**src/rtl/data_memory_dma.sv**
```systemverilog
// Block-transfer engine for the single-port data memory: forward byte copy
// (read then write per byte) or constant fill (one write per byte).
module data_memory_dma #(
    parameter int ADDR_W = 10,
    parameter int DATA_W = 8,
    parameter int LEN_W  = 11
) (
    input  logic              clk,
    input  logic              rst,
    input  logic              in_start,
    input  logic              in_mode,
    input  logic [ADDR_W-1:0] in_src_addr,
    input  logic [ADDR_W-1:0] in_dst_addr,
    input  logic [LEN_W-1:0]  in_len,
    input  logic [DATA_W-1:0] in_fill_data,
    output logic              out_busy,
    output logic              out_done,
    output logic [ADDR_W-1:0] out_mem_addr,
    output logic              out_mem_write_en,
    output logic [DATA_W-1:0] out_mem_data,
    input  logic [DATA_W-1:0] in_mem_data
);

    localparam logic [LEN_W-1:0] MAX_LEN = LEN_W'(2 ** ADDR_W);

    typedef enum logic [1:0] {
        S_IDLE = 2'd0,
        S_RD   = 2'd1,
        S_WR   = 2'd2,
        S_DONE = 2'd3
    } state_t;

    state_t            r_state;
    logic              r_mode;
    logic [ADDR_W-1:0] r_src_ptr;
    logic [ADDR_W-1:0] r_dst_ptr;
    logic [LEN_W-1:0]  r_count;
    logic [DATA_W-1:0] r_fill;
    logic [LEN_W-1:0]  w_len_clamped;

    assign w_len_clamped = (in_len > MAX_LEN) ? MAX_LEN : in_len;

    always_ff @(posedge clk) begin
        if (rst) begin
            r_state   <= S_IDLE;
            r_mode    <= 1'b0;
            r_src_ptr <= '0;
            r_dst_ptr <= '0;
            r_count   <= '0;
            r_fill    <= '0;
        end else begin
            case (r_state)
                S_IDLE: begin
                    if (in_start) begin
                        r_mode    <= in_mode;
                        r_src_ptr <= in_src_addr;
                        r_dst_ptr <= in_dst_addr;
                        r_count   <= w_len_clamped;
                        r_fill    <= in_fill_data;
                        if (w_len_clamped == '0)
                            r_state <= S_DONE;
                        else
                            r_state <= in_mode ? S_WR : S_RD;
                    end
                end
                S_RD: r_state <= S_WR;
                S_WR: begin
                    r_dst_ptr <= r_dst_ptr + ADDR_W'(1);
                    if (!r_mode)
                        r_src_ptr <= r_src_ptr + ADDR_W'(1);
                    r_count <= r_count - LEN_W'(1);
                    if (r_count == LEN_W'(1))
                        r_state <= S_DONE;
                    else
                        r_state <= r_mode ? S_WR : S_RD;
                end
                default: r_state <= S_IDLE;
            endcase
        end
    end

    // Write enable is masked by reset so the edge that aborts a transfer
    // cannot also commit one more byte into memory.
    always_comb begin
        out_busy         = (r_state != S_IDLE);
        out_done         = (r_state == S_DONE);
        out_mem_addr     = '0;
        out_mem_write_en = 1'b0;
        out_mem_data     = '0;
        case (r_state)
            S_RD: out_mem_addr = r_src_ptr;
            S_WR: begin
                out_mem_addr     = r_dst_ptr;
                out_mem_write_en = !rst;
                out_mem_data     = r_mode ? r_fill : in_mem_data;
            end
            default: ;
        endcase
    end

endmodule

```
**config.mk**
```make
export PLATFORM = sky130hd
export DESIGN_NAME = data_memory_dma
export DESIGN_NICKNAME = d
export VERILOG_FILES = /design/src/rtl/data_memory_dma.sv
export SDC_FILE = /design/constraint.sdc
export NUM_CORES = 1
export LEC_CHECK = 0
export BUFFER_PORTS_ARGS = -buffer_cell sky130_fd_sc_hd__buf_2
export CORE_UTILIZATION = 53
export DETAILED_ROUTE_END_ITERATION = 6
export PLACE_DENSITY = 0.82
export REMOVE_ABC_BUFFERS = 1
export SYNTH_ARGS = -nofsm -noshare
export SYNTH_HDL_FRONTEND = slang
export SYNTH_SLANG_ARGS = --single-unit
```
**constraint.sdc**
```tcl
create_clock -name clk -period 2.38 [get_ports clk]
set_clock_uncertainty 0.05 [all_clocks]
set_input_delay 0.119 -clock clk [delete_from_list [all_inputs] [get_ports clk]]
set_output_delay 0.119 -clock clk [all_outputs]
set_load 0.02 [all_outputs]
```
# --- Word-level counts from Yosys, hierarchy flattened ---
# Index checks and enable logic that the tools add are counted.
classes:
  add_sub_neg: 3
  order_cmp: 1
  n_eq_ne: 6
  n_mux: 18
  n_reduce_logical: 8
op_table:
  columns: ["operator", "n"]
  rows:
  - ["$pmux W10 S2", 3]
  - ["$mux W10", 3]
  - ["$mux W11", 2]
  - ["$pmux W11 S2", 1]
  - ["$add A10 B1 Y10 const B", 2]
  - ["$mux W8", 2]
  - ["$eq A11 B1 Y1 const B", 1]
  - ["$gt A11 B11 Y1 const B", 1]
  - ["$logic_not A11 Y1", 1]
  - ["$sub A11 B1 Y11 const B", 1]
  - ["$mux W2", 5]
  - ["$pmux W2 S3", 1]
  - ["$eq A2 B2 Y1 const B", 2]
  - ["$ne A2 B2 Y1 const B", 2]
  - ["$reduce_and A2 Y1", 2]
  - ["$reduce_bool A2 Y1", 2]
  - ["$reduce_and A3 Y1", 1]
  - ["$eq A2 B1 Y1 const B", 1]
  - ["$logic_not A2 Y1", 1]
  - ["$logic_not A1 Y1", 1]
  - ["$mux W1", 1]
word_totals:
  register_bits: 42
  in_bits: 51
  output_inout_bits: 21
  wordCells: 42

# --- Depth between registers and ports, before layout ---
# Gate-level depths: netlist of the first run.
depth:
  depth_word: 6
  mapped_depth: 9
  ltp_nobuf: 6

# --- Worst setup path after synthesis of the first run ---
# No wires, ideal clock.
synth_timing:
  kind: "register to register"
  start: "register r_state[0]"
  end: "register r_src_ptr[9]"
  setup_ns: 0.074
  arrival_ns: 1.757
  required_time_ns: 2.256
  setup_slack_ns: 0.499
  stages_incl_launch_ff: 8
  n_path_buf: 1
  synth_period_minus_slack_ns: 1.881
  path_cell_list: "dfxtp_1 -> inv_1 -> ha_1 -> buf_2 -> nor2b_1 -> or3_1 -> or4_1 -> a31oi_1"
synth_between:
  elab_chain_cells: 3
  elab_cells_between_ends: 7
  cone_classes: "eq/ne (3); mux (1); reduce/logical (3)"
synth_lines:
  columns: ["item", "line_no", "text"]
  rows:
  - ["from (decl)", "33", "state_t r_state;"]
  - ["from (signal assigned)", "63", "r_state <= in_mode ? S_WR : S_RD;"]
  - ["from (signal assigned)", "75", "r_state <= r_mode ? S_WR : S_RD;"]
  - ["$eq A2 B2 Y1 / $logic_not A2 Y1 (equally long branches)", "52", "case (r_state)"]
  - ["$ne A2 B2 Y1 (no line) / $reduce_bool A2 Y1 (equally long branches)", null, null]
  - ["$reduce_and A3 Y1 (no line)", null, null]
  - ["to (signal assigned)", "56", "r_src_ptr <= in_src_addr;"]
  - ["to (signal assigned)", "70", "r_src_ptr <= r_src_ptr + ADDR_W'(1);"]
  - ["to (decl)", "35", "logic [ADDR_W-1:0] r_src_ptr;"]
# Parallel ways exist; a longest one is shown, timed or not.
# A chain may end at the register's enable or synchronous reset.

# --- Worst setup path after layout of the first run ---
layout_timing:
  start: "register r_state[1]"
  end: "register r_src_ptr[0]"
# Same word-level chain as after synthesis.

==> run_results.csv, run 1 <==
group,metric,value,unit
pwr,peakVddDrop,0.505,mV
critical_path,endpoint_kind,"flip-flop",
critical_path,critPathArrivalTime,2.31,ns
placement,dp_hpwl,5.14,mm
die,io_pins,72,
timing,fin_crit,2.13,ns
global_route,grt.overflow.total,0,
clock_tree,clock_path_buffers,2,
clock_tree,postCtsSetupBuffers,0,
cells_and_area,diodes,0,
critical_path,critPathMaxFanout,20,
logic_synthesis,yosysTopAreaCellShare,0.309,
clock_tree,clk_pin_slew,0.08,ns
global_route,antenna_found_initial,0,
detailed_routing,drt_iter0_drc,314,
global_route,track_usage,0.279,
logic_synthesis,ys_seq_area_frac,0.309,
die,rows,25,
detailed_routing,vias_per_cell,6.09,
detailed_routing,first_pass_iters,5,
pwr,p_leak,1.30,nW
cells_and_area,drive_above_1_share,0.241,
timing,tightest_slew,0.776,ns
logic_synthesis,synth_area,2720,sq um
placement,portBuffers,71,
timing,setup_violations,0,
placement,dp.cells,481,
detailed_routing,drc,0,
clock_tree,clk_latency,0.30,ns
placement,place_congestion,0.837,
placement,post_dp_cell_area,3140,sq um
logic_synthesis,yosysWarnings,0,
timing,relSlewSlack,0.483,
detailed_routing,wl_per_cell,15.2,um
timing,finalSetupTns,0,ns
timing,timing.final.ws_setup,0.245,ns
cells_and_area,final_nets,481,
timing,timing.hold.ws,0.00664,ns
critical_path,path_class,"reg -> reg",
die,core-area,4850,sq um
critical_path,cp-start-kind,"flip-flop",
logic_synthesis,syn_avg_cell_area,7.61,sq um
detailed_routing,ant_nets,0,
timing,drv_slew,0,
detailed_routing,wl,7.46,mm
pwr,power_density,803,nW/um^2
critical_path,crit_required,2.55,ns
clock_tree,tritoncts,"done",
timing,hold_viol_final,0,
logic_synthesis,synthCells,358,
die,dieArea,5430,sq um
run,cap_viol_max_count,0,
global_route,grt_pass1_wl,12.0,mm
cells_and_area,syn2layout_area_growth,19.8,%
detailed_routing,vias,2985,
logic_synthesis,synth_top_area_cell,"dfxtp_1",
logic_synthesis,synth_cell_types,52,
die,fp.dieH,73.7,um
logic_synthesis,synth_edf_count,0,
cells_and_area,postLayoutCellArea,3260,sq um
logic_synthesis,synth_common_cells,"dfxtp_1, nand2_1, a21oi_1, nor2_1, o21ai_0",
logic_synthesis,synthArstFlopShare,0,
timing,rsz0062_at_grt,"no",
run_status,outcome,"complete, no violations",
clock_tree,clk_root_buffer_cell,"clkbuf_8",
placement,place_ws,0.155,ns
die,die_w,73.7,um
logic_synthesis,dominantRegCellSynth,"dfxtp_1",
global_route,first_global_vias,2665,
timing,fin_crit_sh,0.897,
cells_and_area,stdcell_count,490,
timing,fmax,468,MHz
clock_tree,numCtsBuffers,5,
die,start_util,0.562,
clock_tree,cts.sinks,42,
hold_path,hp-class,"in -> reg",
logic_synthesis,synth_area_leaders,"dfxtp_1, a21oi_1, nand2_1",
logic_synthesis,ys_ff_latch,42,
clock_tree,cts.htree.levels,2,
global_route,grt_max_degree,43,
## cell families after synthesis
logic type,after synthesis,synth area share
and+or+nand+nor,145,0.278
AOI/OAI and AO/OA,116,0.278
DFF,42,0.309
buffers and inverters,34,0.0496
muxes,13,0.0487
adders and majority gates,8,0.0367
## cell type report
cell class	instances	area (sq um)
Clock buffer	7	76.3
Clock inverter	1	30.0
Fill cell	417	1580
Inverter	11	41.3
Multi-Input combinational cell	282	1750
Sequential cell	42	841
Tap cell	67	83.8
Timing Repair Buffer	80	438
## layout by cell type, fill, tap and decap left out, drive strengths merged, types with 5 or more instances in the layout
master / Yosys / routed
nand2: 42 / 42
a22oi: 11 / 11
buf: 13 / 79
a211oi: 6 / 6
nor2: 25 / 25
ha: 8 / 8
mux2i: 11 / 11
a21oi: 39 / 39
inv: 11 / 11
a31oi: 10 / 10
nor2b: 13 / 13
clkbuf: 10 / 7
o2bb2ai: 5 / 5
nand3: 13 / 13
nand2b: 8 / 8
nor3: 9 / 9
or3: 5 / 5
dfxtp: 42 / 42
o21ai: 18 / 18
nand4: 7 / 7
## per-layer routing
layer | track usage | up-vias | share of wire | routed length (um)
li1 | - | 1449 | - | -
met1 | 0.348 | 1387 | 0.43 | 3230
met2 | 0.482 | 136 | 0.48 | 3600
met3 | 0.0576 | 13 | 0.073 | 545
met4 | 0.0812 | 0 | 0.012 | 89
met5 | 0 | - | 0 | 0
## where the power goes
| group | switching [mW] | internal, mW |
|---|---|---|
| logic | 0.637 | 0.434 |
| registers | 0.159 | 0.827 |
| clock network | 0.252 | 0.314 |
| total | 1.05 | 1.58 |
## worst max-delay path, cell delays in order (launching register included)
cell and delay (ns):
dfxtp_1 0.43, inv_1 0.10, ha_1 0.32, mux2_4 0.39
nand2_1 0.25, or3_1 0.37, a31oi_1 0.16
## final timing paths
path / from / endpoint / slack, ns / cells after the start
worst min-delay path: in_fill_data[5] / r_fill[5]$_SDFFE_PP0P_ / 0.007 / 3
worst max register to register: r_state[1]$_SDFFE_PP0P_ / r_src_ptr[0]$_SDFFE_PP0P_ / 0.25 / 6
worst min register to register: r_fill[5]$_SDFFE_PP0P_ / r_fill[5]$_SDFFE_PP0P_ / 0.41 / 2
worst max-delay path: r_state[1]$_SDFFE_PP0P_ / r_src_ptr[0]$_SDFFE_PP0P_ / 0.25 / 6
## registers in the layout (all words and copies together), names as in the netlist
register and flops:
r_fill 8, r_dst_ptr 10, r_src_ptr 10, r_count 11
r_state 2, r_mode 1
## metrics by stage
| step | utilization | power (mW) |
|---|---|---|
| final | 0.673 | 2.62 |
| after global routing | 0.673 | 2.78 |
| after CTS | 0.673 | 2.60 |
| after detailed placement | 0.649 | 2.04 |
| after global placement | 0.649 | 2.01 |
| after floorplan | - | 1.69 |
## what timing repair did
item,4_1_cts,5_1_grt
hold endpoints to repair,1,0
gates resized for setup,0,1
endpoints found under the setup margin,0,1
hold buffers,1,0
Note: power is estimated with default switching activity, not from simulation.
==> inputs of run 2 (changes only) <==
Settings changed: BUFFER_PORTS_ARGS -buffer_cell sky130_fd_sc_hd__buf_2 to -buffer_cell sky130_fd_sc_hd__buf_4.
==> run 2 against run 1 <==
Compared with the run above: combinational power up 4%; maximum frequency grew 0.85%; via count shrank 1.3%; register-to-register slack gained 0.02 ns; first-iteration DRC count down 25%; cell area increased by 4.5%; non-clock buffer count shrank 2; die area unchanged; final cell count shrank 0.41%; sequential cell count unchanged; hold slack improved by 0.0049 ns; critical path type unchanged.
==> run_results.csv, run 2 (same netlist as run 1, synthesis figures left out) <==
group,metric,value,unit
cells_and_area,largest_reg_flops,11,
clock_tree,numCtsBuffers,5,
timing,fin_crit,2.12,ns
detailed_routing,drt_iter0_drc,236,
critical_path,slowest_stage,"dfxtp_1",
clock_tree,clk_pin_slew,0.09,ns
cells_and_area,fillers,414,
critical_path,critPathMaxFanout,11,
detailed_routing,vias,2946,
cells_and_area,post-route-util,0.703,
global_route,grt.overflow.total,0,
die,io_pins,72,
cells_and_area,seq_area,841,sq um
cells_and_area,multi_input_area,1750,sq um
critical_path,r2r-end,"r_src_ptr[0]$_SDFFE_PP0P_",
cells_and_area,final_nets,479,
detailed_routing,vias_per_cell,6.04,
clock_tree,clk_latency,0.29,ns
hold_path,holdPathStages,3,
timing,timing.final.ws_setup,0.263,ns
timing,rsz0062_at_grt,"no",
detailed_routing,ant_nets,0,
placement,place_congestion,0.870,
clock_tree,tritoncts,"done",
pwr,peakVddDrop,0.432,mV
critical_path,endpoint_kind,"flip-flop",
die,dieArea,5430,sq um
timing,setup_violations,0,
clock_tree,postCtsSetupBuffers,0,
pwr,total_power,2.67,mW
detailed_routing,wl,7.69,mm
critical_path,critical-path-max-stage-delay,0.40,ns
critical_path,crit_required,2.56,ns
global_route,first_global_vias,2697,
die,rows,25,
timing,drv_slew,0,
clock_tree,cts_resized,0,
die,die_w,73.7,um
critical_path,crit_chain,"inv_1, ha_1, mux2_2, nand2_1, or3_1, a31oi_1",
cells_and_area,drive_above_1_share,0.245,
detailed_routing,drc,0,
clock_tree,clk_root_buffer_cell,"clkbuf_8",
cells_and_area,reg_top3,"r_count (11), r_dst_ptr (10), r_src_ptr (10)",
timing,fmax,472,MHz
cells_and_area,diodes,0,
detailed_routing,wl_per_cell,15.8,um
critical_path,r2r_start,"r_state[0]$_SDFFE_PP0P_",
run_status,outcome,"complete, no violations",
clock_tree,clock_path_buffers,2,
global_route,antenna_found_initial,0,
hold_path,min_from,"in_fill_data[6]",
critical_path,path_class,"reg -> reg",
global_route,grt_pass1_wl,12.6,mm
clock_tree,cts.htree.levels,2,
cells_and_area,mostFrequentLayoutCell,"buf_4",
timing,tightest_slew,0.700,ns
critical_path,cp-start-kind,"flip-flop",
timing,hold_viol_final,0,
pwr,p_leak,1.33,nW
global_route,grt_max_degree,48,
placement,dp_hpwl,5.28,mm
die,core-area,4850,sq um
detailed_routing,first_pass_iters,6,
cells_and_area,final_cell_mix,"buf_4, nand2_1, dfxtp_1, a21oi_1, nor2_1",
clock_tree,cts.sinks,42,
critical_path,critPathArrivalTime,2.29,ns
cells_and_area,syn2layout_area_growth,25.2,%
timing,relSlewSlack,0.533,
placement,portBuffers,71,
hold_path,holdPathEnd,"r_fill[6]$_SDFFE_PP0P_",
cells_and_area,largest-register,"r_count",
critical_path,r2r_cells,6,
die,fp.dieH,73.7,um
critical_path,r2r_slack,0.26,ns
die,start_util,0.562,
timing,finalSetupTns,0,ns
clock_tree,hold_buffers,0,
placement,place_ws,0.326,ns
timing,fin_crit_sh,0.889,
run,cap_viol_max_count,0,
hold_path,hp-class,"in -> reg",
pwr,power_density,783,nW/um^2
global_route,track_usage,0.298,
## run 2: stage by stage
step / cells / instance area [sq um] / hold slack, ns
2_1_floorplan: 335 / 2630 / 0.138
3_3_place_gp: 480 / 3300 / 0.317
3_5_place_dp: 480 / 3300 / 0.326
4_1_cts: 488 / 3410 / 0.00936
5_1_grt: 488 / 3410 / 0.00640
6_report: 488 / 3410 / 0.0116
## run 2: worst max-delay path by stage
| stage | endpoint | cells after the start | slack, ns | from |
|---|---|---|---|---|
| 2_1_floorplan | r_src_ptr[9]$_SDFFE_PP0P_ | 6 | -1.01 | r_state[0]$_SDFFE_PP0P_ |
| 3_3_place_gp | r_src_ptr[0]$_SDFFE_PP0P_ | 6 | 0.42 | r_state[0]$_SDFFE_PP0P_ |
| 3_5_place_dp | r_src_ptr[0]$_SDFFE_PP0P_ | 6 | 0.33 | r_state[0]$_SDFFE_PP0P_ |
| 4_1_cts | r_src_ptr[0]$_SDFFE_PP0P_ | 6 | 0.29 | r_state[0]$_SDFFE_PP0P_ |
| 5_1_grt | r_src_ptr[0]$_SDFFE_PP0P_ | 6 | 0.13 | r_state[0]$_SDFFE_PP0P_ |
| 6_report | r_src_ptr[0]$_SDFFE_PP0P_ | 6 | 0.26 | r_state[0]$_SDFFE_PP0P_ |
## run 2: where the power goes
part | switching [mW] | internal (mW) | leakage [nW]
Clock | 0.264 | 0.309 | 0.0579
Sequential | 0.160 | 0.827 | 0.345
Combinational | 0.651 | 0.458 | 0.925
Total | 1.08 | 1.60 | 1.33
## run 2: area by class of cell
cell class	instances	share of cell area
tap	67	0.0246
clock inverter	3	0.0117
multi-input combinational	282	0.513
sequential	42	0.247
timing repair buffer	78	0.172
inverter	11	0.0121
clock buffer	5	0.0202
## run 2: worst max-delay path, delay by kind of cell, from the launching register on
kind / cells / cell delay, ns
and+or+nand+nor: 2 / 0.62
DFF: 1 / 0.40
muxes: 1 / 0.40
adders and majority gates: 1 / 0.32
AOI/OAI and AO/OA: 1 / 0.16
buffers and inverters: 1 / 0.10
## run 2: routing by layer
layer,up-vias,wire [um],global-route usage
li1,1443,-,-
met1,1376,3420,0.402
met2,123,3730,0.482
met3,4,500,0.0535
met4,0,39,0.0897
met5,-,0,0
==> inputs of run 3 (changes only) <==
==> constraint.sdc (replaced) <==
create_clock -name clk -period 2.38 [get_ports clk]
set_clock_uncertainty 0.05 [all_clocks]
set_input_delay 0 -clock clk [delete_from_list [all_inputs] [get_ports clk]]
set_output_delay 0 -clock clk [all_outputs]
set_load 0.02 [all_outputs]
==> run 3 against run 2 <==
Compared with the run above: the run now ends with design-rule violations left; sequential power barely moved; global-route usage rose by 1.1 points; via count rose by 4.7%; non-clock buffer count rose by 21; critical path depth rose by 1; clock power fell by 22%; critical endpoint is now out_mem_addr[0]; highest routed layer unchanged.
==> run_results.csv, run 3 (same netlist as run 1, synthesis figures left out) <==
group,metric,value,unit
pwr,power_density,720,nW/um^2
die,rows,25,
timing,hold_viol_final,0,
pwr,comb_power_share,0.443,
global_route,antenna_found_initial,0,
placement,place_congestion,0.924,
timing,finalSetupTns,0,ns
cells_and_area,diodes,0,
die,io_pins,72,
detailed_routing,first_pass_iters,7,
cells_and_area,drive_above_1_share,0.231,
clock_tree,clk_pin_slew,0.08,ns
cells_and_area,seq_area,841,sq um
pwr,peakVddDrop,0.399,mV
critical_path,crit_required,2.33,ns
critical_path,endpoint_kind,"output pin",
critical_path,critPathMaxFanout,18,
placement,dp.cells,482,
timing,relSlewSlack,0.536,
die,core-area,4850,sq um
cells_and_area,post-route-util,0.739,
pwr,seqPwrFrac,0.384,
die,start_util,0.562,
detailed_routing,vias,3085,
cells_and_area,mostFrequentLayoutCell,"buf_4",
global_route,grt_pass1_wl,13.0,mm
global_route,first_global_vias,2780,
hold_path,hp-class,"in -> reg",
critical_path,critPathArrivalTime,2.06,ns
die,fp.dieH,73.7,um
cells_and_area,final_nets,500,
run,cap_viol_max_count,0,
pwr,p_leak,1.40,nW
placement,place_ws,0.342,ns
detailed_routing,wl,8.02,mm
cells_and_area,fillers,361,
global_route,track_usage,0.309,
critical_path,cp-start-kind,"flip-flop",
pwr,intPower,1.52,mW
timing,drv_slew,0,
timing,fin_crit,2.11,ns
timing,fmax,475,MHz
global_route,grt_max_degree,48,
clock_tree,cts.sinks,42,
timing,setup_violations,0,
clock_tree,cts_resized,0,
timing,rsz0062_at_grt,"no",
timing,tightest_slew,0.695,ns
clock_tree,clock_path_buffers,2,
clock_tree,clk_latency,0.30,ns
pwr,clkPwrFrac,0.173,
cells_and_area,stdcell_count,508,
cells_and_area,reg_top3,"r_count (11), r_dst_ptr (10), r_src_ptr (10)",
die,die_w,73.7,um
cells_and_area,final_cell_mix,"buf_4, nand2_1, dfxtp_1, a21oi_1, nor2_1",
pwr,power_switching_share,0.411,
detailed_routing,ant_nets,0,
cells_and_area,largest_reg_flops,11,
clock_tree,tritoncts,"done",
run_status,violations,"design-rule violations",
detailed_routing,wl_per_cell,15.8,um
cells_and_area,multi_input_area,1750,sq um
clock_tree,hold_buffers,19,
clock_tree,numCtsBuffers,5,
clock_tree,cts.htree.levels,2,
timing,timing.final.ws_setup,0.274,ns
pwr,p_sw,1.06,mW
clock_tree,postCtsSetupBuffers,0,
clock_tree,clk_root_buffer_cell,"clkbuf_8",
run_status,outcome,"finished, violations left",
cells_and_area,largest-register,"r_count",
cells_and_area,syn2layout_area_growth,31.6,%
detailed_routing,drt_iter0_drc,358,
placement,portBuffers,71,
timing,fin_crit_sh,0.885,
detailed_routing,vias_per_cell,6.07,
placement,dp_hpwl,5.28,mm
die,dieArea,5430,sq um
critical_path,path_class,"reg -> out",
global_route,grt.overflow.total,0,
detailed_routing,drc,2,
-- run 3: cell types whose count changed in the layout (fill, tap and decap cells not counted) --
cell / delta
bufinv_16: -1
dlygate4sd3_1: +19
clkinv_2: -2
clkbuf_1: +2
buf_4: +2
-- run 3: area by class of cell --
type | count | share of cell area
clock buffer | 7 | 0.0213
inverter | 11 | 0.0115
multi-input combinational | 282 | 0.488
sequential | 42 | 0.235
tap | 67 | 0.0234
timing repair buffer | 99 | 0.221
-- run 3: power by group through the flow --
stage	sequential, mW	clock [mW]	combinational (mW)
after global routing	1.01	0.478	1.26
after CTS	0.980	0.448	1.12
after global placement	0.992	0	1.07
final	0.990	0.446	1.14
after floorplan	0.948	0	0.740
after detailed placement	0.997	0	1.09
-- run 3: per-stage QoR --
stage | hold slack [ns] | power [mW] | area [sq um]
2_1_floorplan | 0.0191 | 1.69 | 2630
3_3_place_gp | 0.200 | 2.06 | 3320
3_5_place_dp | 0.209 | 2.09 | 3320
4_1_cts | 0.00591 | 2.55 | 3580
5_1_grt | 0.0437 | 2.74 | 3580
6_report | 0.0149 | 2.58 | 3580
-- run 3: per-layer routing --
| layer | global-route usage | vias to the layer above | part of all wire |
|---|---|---|---|
| met5 | 0 | - | 0 |
| met4 | 0.100 | 0 | 0.020 |
| met3 | 0.0617 | 24 | 0.074 |
| met2 | 0.501 | 148 | 0.48 |
| met1 | 0.409 | 1422 | 0.43 |
| li1 | - | 1491 | - |
-- run 3: worst paths after layout --
check | start | end | slack (ns) | cells after the start
setup / recovery | r_state[0]$_SDFFE_PP0P_ | out_mem_addr[0] | 0.27 | 7
hold / removal | in_len[6] | r_count[6]$_SDFFE_PP0P_ | 0.01 | 3
hold reg to reg | r_fill[3]$_SDFFE_PP0P_ | r_fill[3]$_SDFFE_PP0P_ | 0.42 | 2
setup reg to reg | r_state[1]$_SDFFE_PP0P_ | r_src_ptr[0]$_SDFFE_PP0P_ | 0.31 | 6
-- run 3: worst max-delay path, cell delays in order (launching register included) --
cell,delay [ns]
dfxtp_1,0.34
inv_1,0.10
ha_2,0.34
buf_4,0.26
buf_4,0.25
a22oi_1,0.12
nor2b_1,0.17
buf_4,0.16
